==> src/rtl/mem_stage.sv <==
// mem_stage: memory pipeline stage. Passes register-writing ALU results through to
// write-back and runs aligned OP_LW/OP_SW ops as a req/ack handshake on the dmem port.
// A misaligned load/store issues no memory request and raises a one-cycle err pulse.
// Optional feature macro: MEM_TIMEOUT_EN. When it is defined, an ACCESS that receives
// no dmem_ack for TIMEOUT cycles is abandoned with an err pulse and no write-back.
module mem_stage #(
    parameter logic [5:0]  OP_LW   = 6'b001000,
    parameter logic [5:0]  OP_SW   = 6'b001010,
    parameter int unsigned TIMEOUT = 16
) (
    input  logic        clk,
    input  logic        rst,
    input  logic        in_valid,
    output logic        in_ready,
    input  logic [5:0]  alu_op,
    input  logic [4:0]  rd_addr,
    input  logic [31:0] ex_result,
    input  logic [31:0] data_addr,
    input  logic [31:0] store_data,
    output logic        dmem_req,
    output logic        dmem_we,
    output logic [31:0] dmem_addr,
    output logic [31:0] dmem_wdata,
    input  logic        dmem_ack,
    input  logic [31:0] dmem_rdata,
    output logic        wb_valid,
    output logic [4:0]  wb_rd,
    output logic [31:0] wb_data,
    output logic        err
);

    // A zero timeout would abandon every access before it could be acknowledged
    if (TIMEOUT < 1) begin : g_bad_timeout
        $error("mem_stage: TIMEOUT must be at least 1");
    end

    typedef enum logic {IDLE, ACCESS} state_t;

    state_t      state, state_n;
    logic [5:0]  op_q, op_n;
    logic [4:0]  rd_q, rd_n;
    logic        dmem_req_n, dmem_we_n, wb_valid_n, err_n;
    logic [31:0] dmem_addr_n, dmem_wdata_n, wb_data_n;
    logic [4:0]  wb_rd_n;
    logic        accept;

`ifdef MEM_TIMEOUT_EN
    localparam int unsigned CNT_W = $clog2(TIMEOUT + 1);
    logic [CNT_W-1:0] cnt, cnt_n;
`endif

    // Ops that write a destination register
    function automatic logic writes_reg(input logic [5:0] op);
        case (op)
            6'b000001, 6'b000010, 6'b000011, 6'b000100,
            6'b000101, 6'b000110, 6'b000111, 6'b001001,
            6'b001110: writes_reg = 1'b1;
            default:   writes_reg = 1'b0;
        endcase
    endfunction

    assign in_ready = (state == IDLE) && !rst;
    assign accept   = in_valid && in_ready;

    // Next-state and next-output logic; memory outputs are held only while in ACCESS
    always_comb begin
        state_n      = state;
        op_n         = op_q;
        rd_n         = rd_q;
        dmem_req_n   = 1'b0;
        dmem_we_n    = 1'b0;
        dmem_addr_n  = 32'd0;
        dmem_wdata_n = 32'd0;
        wb_valid_n   = 1'b0;
        wb_rd_n      = 5'd0;
        wb_data_n    = 32'd0;
        err_n        = 1'b0;
`ifdef MEM_TIMEOUT_EN
        cnt_n        = cnt;
`endif
        case (state)
            IDLE: begin
                if (accept) begin
                    op_n = alu_op;
                    rd_n = rd_addr;
                    if (alu_op == OP_LW || alu_op == OP_SW) begin
                        if (data_addr[1:0] != 2'b00) begin
                            err_n = 1'b1;
                        end else begin
                            state_n      = ACCESS;
                            dmem_req_n   = 1'b1;
                            dmem_we_n    = (alu_op == OP_SW);
                            dmem_addr_n  = data_addr;
                            dmem_wdata_n = (alu_op == OP_SW) ? store_data : 32'd0;
`ifdef MEM_TIMEOUT_EN
                            cnt_n        = CNT_W'(0);
`endif
                        end
                    end else if (writes_reg(alu_op) && rd_addr != 5'd0) begin
                        wb_valid_n = 1'b1;
                        wb_rd_n    = rd_addr;
                        wb_data_n  = ex_result;
                    end
                end
            end
            ACCESS: begin
                if (dmem_ack) begin
                    state_n = IDLE;
                    if (op_q == OP_LW && rd_q != 5'd0) begin
                        wb_valid_n = 1'b1;
                        wb_rd_n    = rd_q;
                        wb_data_n  = dmem_rdata;
                    end
                end
`ifdef MEM_TIMEOUT_EN
                else if (cnt == CNT_W'(TIMEOUT - 1)) begin
                    state_n = IDLE;
                    err_n   = 1'b1;
                end
`endif
                else begin
                    dmem_req_n   = 1'b1;
                    dmem_we_n    = dmem_we;
                    dmem_addr_n  = dmem_addr;
                    dmem_wdata_n = dmem_wdata;
`ifdef MEM_TIMEOUT_EN
                    cnt_n        = cnt + CNT_W'(1);
`endif
                end
            end
            default: state_n = IDLE;
        endcase
    end

    // State, latched op fields and registered outputs
    always_ff @(posedge clk) begin
        if (rst) begin
            state      <= IDLE;
            op_q       <= 6'd0;
            rd_q       <= 5'd0;
            dmem_req   <= 1'b0;
            dmem_we    <= 1'b0;
            dmem_addr  <= 32'd0;
            dmem_wdata <= 32'd0;
            wb_valid   <= 1'b0;
            wb_rd      <= 5'd0;
            wb_data    <= 32'd0;
            err        <= 1'b0;
`ifdef MEM_TIMEOUT_EN
            cnt        <= CNT_W'(0);
`endif
        end else begin
            state      <= state_n;
            op_q       <= op_n;
            rd_q       <= rd_n;
            dmem_req   <= dmem_req_n;
            dmem_we    <= dmem_we_n;
            dmem_addr  <= dmem_addr_n;
            dmem_wdata <= dmem_wdata_n;
            wb_valid   <= wb_valid_n;
            wb_rd      <= wb_rd_n;
            wb_data    <= wb_data_n;
            err        <= err_n;
`ifdef MEM_TIMEOUT_EN
            cnt        <= cnt_n;
`endif
        end
    end

endmodule

==> config.mk <==
export PLATFORM = sky130hd
export DESIGN_NAME = mem_stage
export DESIGN_NICKNAME = d
export VERILOG_FILES = /design/src/rtl/mem_stage.sv
export SDC_FILE = /design/constraint.sdc
export NUM_CORES = 1
export LEC_CHECK = 0
export BUFFER_PORTS_ARGS = -buffer_cell sky130_fd_sc_hd__buf_2
export CORE_ASPECT_RATIO = 0.8
export CORE_MARGIN = 5
export CORE_UTILIZATION = 42
export CTS_BUF_LIST = sky130_fd_sc_hd__clkbuf_16
export CTS_CLUSTER_SIZE = 25
export DETAILED_ROUTE_END_ITERATION = 8
export HOLD_SLACK_MARGIN = 0.08
export PLACE_DENSITY = 0.79
export SLEW_MARGIN = 20
export SYNTH_ARGS = -nofsm -noshare
export SYNTH_HDL_FRONTEND = slang
export SYNTH_SLANG_ARGS = --single-unit
==> constraint.sdc <==
create_clock -name clk -period 2.02 [get_ports clk]
set_input_delay 0.404 -clock clk [delete_from_list [all_inputs] [get_ports clk]]
set_output_delay 0.404 -clock clk [all_outputs]
set_load 0.05 [all_outputs]
# Word level (Yosys, flattened, before mapping)
# Memory sizes are Yosys's and may differ from the RTL's.
# Index checks and enable logic that the tools add are counted.
[op_classes]
n_mux = 43
bitwise = 3
reduce_logical = 12
eq_ne = 4
[ops]
columns = ["op", "n"]
rows = [
  ["$mux 32", 13],
  ["$pmux 32 s2", 3],
  ["$mux 5", 5],
  ["$eq 6x4->1 const B", 3],
  ["$mux 1", 18],
  ["$pmux 5 s2", 1],
  ["$reduce_bool 5->1", 2],
  ["$pmux 1 s2", 3],
  ["$logic_and 1x1->1", 4],
  ["$reduce_or 4->1", 1],
  ["$not 1->1", 3],
  ["$logic_not 2->1", 1],
  ["$ne 2x2->1 const B", 1],
  ["$reduce_and 2->1", 1],
  ["$reduce_bool 2->1", 1],
  ["$logic_not 1->1", 1],
  ["$logic_or 1x1->1", 1],
]
[word_totals]
in_bits = 143
word_cells = 73
romBits = 16
n_memories = 1
register_bits = 116
[memory_table]
columns = ["memory", "words", "word_bits", "rd", "rd_ports_with_merged_regs", "write_ports", "line_no", "source"]
rows = [
  ["(name not given)", 16, 1, 1, 0, 0, "54", "case (op)"],
]

# Logic depth before layout (Yosys ltp)
[logic_depth]
word_depth = 10
ltp_mapped = 7
depth_no_buf = 4

# Least setup slack after synthesis
# OpenSTA, ideal clock, no wires.
[synth_path]
path_type = "reg-to-reg"
startpoint = "register state"
endpoint = "register rd_q[0]"
synth_period_minus_slack_ns = 2.403
path_buffers = 3
setup_ns = 0.070
stages_incl_launch_ff = 8
arrival_ns = 2.333
setup_slack_ns = -0.383
path_cell_list = "dfxtp_1 > nor2_1 > and2_1 > clkbuf_1 > buf_1 > buf_1 > nand2_1 > a21oi_1"
[synth_via]
elab_chain_len = 4
[synth_lines]
columns = ["item", "line_no", "source"]
rows = [
  ["start: declaration", "39", "state_t state, state_n;"],
  ["start signal: assignment", "153", "state <= state_n;"],
  ["$not 1->1", "--", ""],
  ["$logic_and 1x1->1", "62", "assign in_ready = (state == IDLE) && !rst;"],
  ["named net in_ready", "14", "output logic in_ready,"],
  ["$logic_and 1x1->1", "63", "assign accept = in_valid && in_ready;"],
  ["$reduce_and 2->1 (no source line)", "--", ""],
  ["end signal: assignment", "155", "rd_q <= rd_n;"],
  ["end: declaration", "41", "logic [4:0] rd_q, rd_n;"],
]
# The timed path passes the listed nets, and every way through them passes these cells.
# A chain may end at the register's enable or synchronous reset.

# Worst setup path in the final report
[layout_path]
startpoint = "register state"
endpoint = "register dmem_wdata[23]"
[layout_via]
elab_chain_len = 5
word_cells_on_any_way = 6
cone_classes = "1 x eq/ne; 2 x mux; 1 x bitwise; 2 x reduce/logical"
[layout_lines]
columns = ["item", "line_no", "source"]
rows = [
  ["$not 1->1", "--", ""],
  ["$logic_and 1x1->1", "62", ""],
  ["$logic_and 1x1->1", "63", ""],
  ["$mux 32", "83", "if (accept) begin"],
  ["$pmux 32 s2", "81", "case (state)"],
  ["end signal: assignment", "159", "dmem_wdata <= dmem_wdata_n;"],
  ["end: declaration", "23", "output logic [31:0] dmem_wdata,"],
]
# Several ways; a longest one is shown, not always the timed one.

==> run metrics <==
period utilisation layout=84.4%; starting density of the core=43.3%; vias in the first global route=3922; crit end category=register; M3 GR Usage=7.00%; H-tree levels=4; met2 Track Usage GR=33.0%; Slew Limit Fails=0; post-synthesis compound-gate area fraction=21.8%; grt met1 use=23.2%; CTS tree=built; post-synthesis adder-cell area fraction=0%; Worst Path Arrival=2040 ps; CTS sink cnt=116; Longest Clk Path Bufs=2; top cells by area, synth=dfxtp_1 (59%), a22o_1 (14%), nand4_1 (5.0%), o2bb2ai_1 (3.8%), o21ai_0 (2.9%); antenna cells=0; Synth Area in Simple Gates=15.5%; critical path cell sequence=or3b_1, nor4b_4, and2_1, buf_12, a22o_1; layout cell share with drive strength beyond 1=46.8%; Synth Area in XOR/XNOR=0%; Crit Path Class=register to register; Seq/Total Area, Yosys=58.6%; global route overflow=0; Pwr Total=5.53 mW; initial drt markers=158; pin count of the biggest net entering global routing=66; Comb pwr share=6.3%; Post-CTS Resized=0; die height=96.9 um; Slew headroom=76.5%; reg2reg setup slack=320 ps; cts bufs inserted=17; Top Ports=249; Area Overhead vs Synth=50.3%; Data required, critical path=2350 ps; die area=11500 sq um; Total GRT Usage=20.2%; Worst Skew=9.54 ps; status=completed; clock slew at reported path FFs=50 ps; Flop pwr share=42.0%; initial antenna violation count=0; DRT Wirelength=12.0 mm; Clk pwr share=51.7%; critical path peak fanout=33; mux cell area share after synthesis=0%; clk_lat worst skew=400 ps; syn_area_per_cell=10.5 sq um; hold crit path type=input port to register; peak supply drop=481 uV; DIE WIDTH=119 um; final hold viol count=0; Worst Setup EP=dmem_wdata[23]; worst slew pin tran=349 ps; CTS Hold Buffers Added=0; RR Startpoint=state; clock root cell=clkbuf_16; Core Box Area=9150 sq um; critical path buffer and inverter count=1; cell-internal power=4.37 mW; first-pass GRT wire length=18.9 mm; Top Usage Layer GRT=met2; Sw Ratio=21.0%; HPWL Detailed=8.69 mm; vias=3946; DR pass1 iterations=4; critical path depth=5; Fin Setup TNS=0 ps; Crit Reg-Reg Endpoint=dmem_wdata[23]; largest family of logic cells by synthesized area=compound AO/OA/AOI/OAI gates; FF+latch count, synth=116; Leak=2.89 nW; endpoints failing setup=0; synthesized instance count=377; slowest stage delay, CP=430 ps; Worst setup SP type=register; post-route ant nets=0; DRC Markers=0; Net Switching=1.16 mW; synthesis warning total=0; worst setup path startpoint=state; CP top delay family=simple AND/OR/NAND/NOR gates; CP max stage cell=or3b_1; post-CTS setup buffer count=0; Reg2Reg Depth=5; post-synth net total=520; fillcell total=719; Finished Core Util=65.1%; # port buffers=248; max-cap check violation count=0; area leader, netlist=dfxtp_1; Distinct cells, synth=29; Layout Nets=763; drt wl/cell=16.0 um; PD cells=928 nW/um^2; fmax=587 MHz; Vias/cell=5.28; Site Rows=31; RePlAce Congestion=0.825; synthesized area=3970 sq um; Yosys top cell area share=58.6%; unrepaired setup endpoints after global routing=no; post-route minimum period=1700 ps
[cell families (layout without fill, tap and decap cells)]
logic type,Yosys count,in the layout
buffers and inverters,40,296
DFF,116,116
and+or+nand+nor,110,110
AOI/OAI and AO/OA,111,111
[cell usage after synthesis]
master     count
nand2b_1       1
nand4bb_1      1
buf_4          3
dfxtp_1      116
nor3_1         4
o21bai_1       1
a221oi_1       1
buf_2          3
inv_1          2
a41oi_1        1
nand4b_1       2
nand4_1       32
buf_1          2
o2bb2ai_1     17
a22o_1        62
nor4b_4        1
nand2_1       26
o21ai_0       23
nor2_1        10
nand3_1       19
or3b_1         1
a21oi_1        5
clkbuf_1      30
or4b_4         1
or3_1          1
nor4_1         1
a21o_1         1
and2_1         5
nand3b_1       5
[registers in the layout (all words and copies together), names as in the netlist]
register and flops:
dmem_addr 32, dmem_wdata 32, wb_data 32, op_q 6
rd_q 5, wb_rd 5, dmem_we 1, err 1
state 1, wb_valid 1
[worst min-delay path by stage]
stage                        start     endpoint  slack, ps  depth (start not counted)
floorplan                  op_q[4]      op_q[4]        450                          2
global placement           dmem_we      dmem_we        430                          1
detailed placement         dmem_we      dmem_we        430                          1
CTS                 dmem_rdata[12]  wb_data[12]        190                          2
global route        dmem_rdata[20]  wb_data[20]        190                          2
finish               dmem_rdata[7]   wb_data[7]        210                          2
[through the flow]
stage	area [sq um]	setup WS, ps	hold slack [ps]	cells
after floorplan	3970	40.3	445	377
after global placement	5390	95.3	431	716
after detailed placement	5390	52.6	434	716
after CTS	5960	309	187	748
after global routing	5960	246	187	748
final	5960	316	207	748
[metal layers]
metal	vias up	wire (um)	share of wire, %
met3	26	883	7.4
met2	178	5950	50
met1	1842	4800	40
li1	1900	-	-
met5	-	0	0
met4	0	355	3.0
[layout make-up]
type                            count  area [sq um]  share of cell area, %
Clock buffer                       17           425                   7.14
Clock inverter                     15           150                   2.52
Inverter                            2          7.51                  0.126
Multi-Input combinational cell    221          1520                   25.4
Sequential cell                   116          2320                   39.0
Tap cell                          115           144                   2.41
Timing Repair Buffer              262          1400                   23.4
[placed cells by master (no fill, tap or decap)]
cell	netlist	layout
bufinv_16	0	3
clkbuf_16	0	17
and2_1	5	5
nand2b_1	1	1
clkinv_1	0	1
nand4_1	32	32
clkinvlp_4	0	1
nor4b_4	1	1
buf_4	3	10
nand4bb_1	1	1
o21bai_1	1	1
nor2_1	10	8
nor4_1	1	1
inv_1	2	6
clkinv_2	0	5
or3b_1	1	1
a21oi_1	5	5
or3_1	1	1
nor3_2	0	2
a221oi_4	0	1
nor2_2	0	1
nor3_1	4	2
nand3b_1	5	5
nand4b_1	2	2
a21o_1	1	1
o2bb2ai_1	17	17
a41oi_1	1	1
buf_2	3	248
clkinv_4	0	1
o21ai_0	23	23
nand3_1	19	19
or4b_4	1	1
nand2_1	26	26
dfxtp_1	116	116
nor2_4	0	1
buf_12	0	4
a22o_1	62	62
[power by group through the flow]
stage	Combinational [mW]	Sequential, mW	Clock [mW]
after CTS	0.346	2.32	2.92
after floorplan	0.104	2.41	0
final	0.348	2.33	2.86
after detailed placement	0.344	2.37	0
after global routing	0.378	2.32	3.04
after global placement	0.334	2.37	0
No activity file was read; power rests on OpenSTA's default activity.
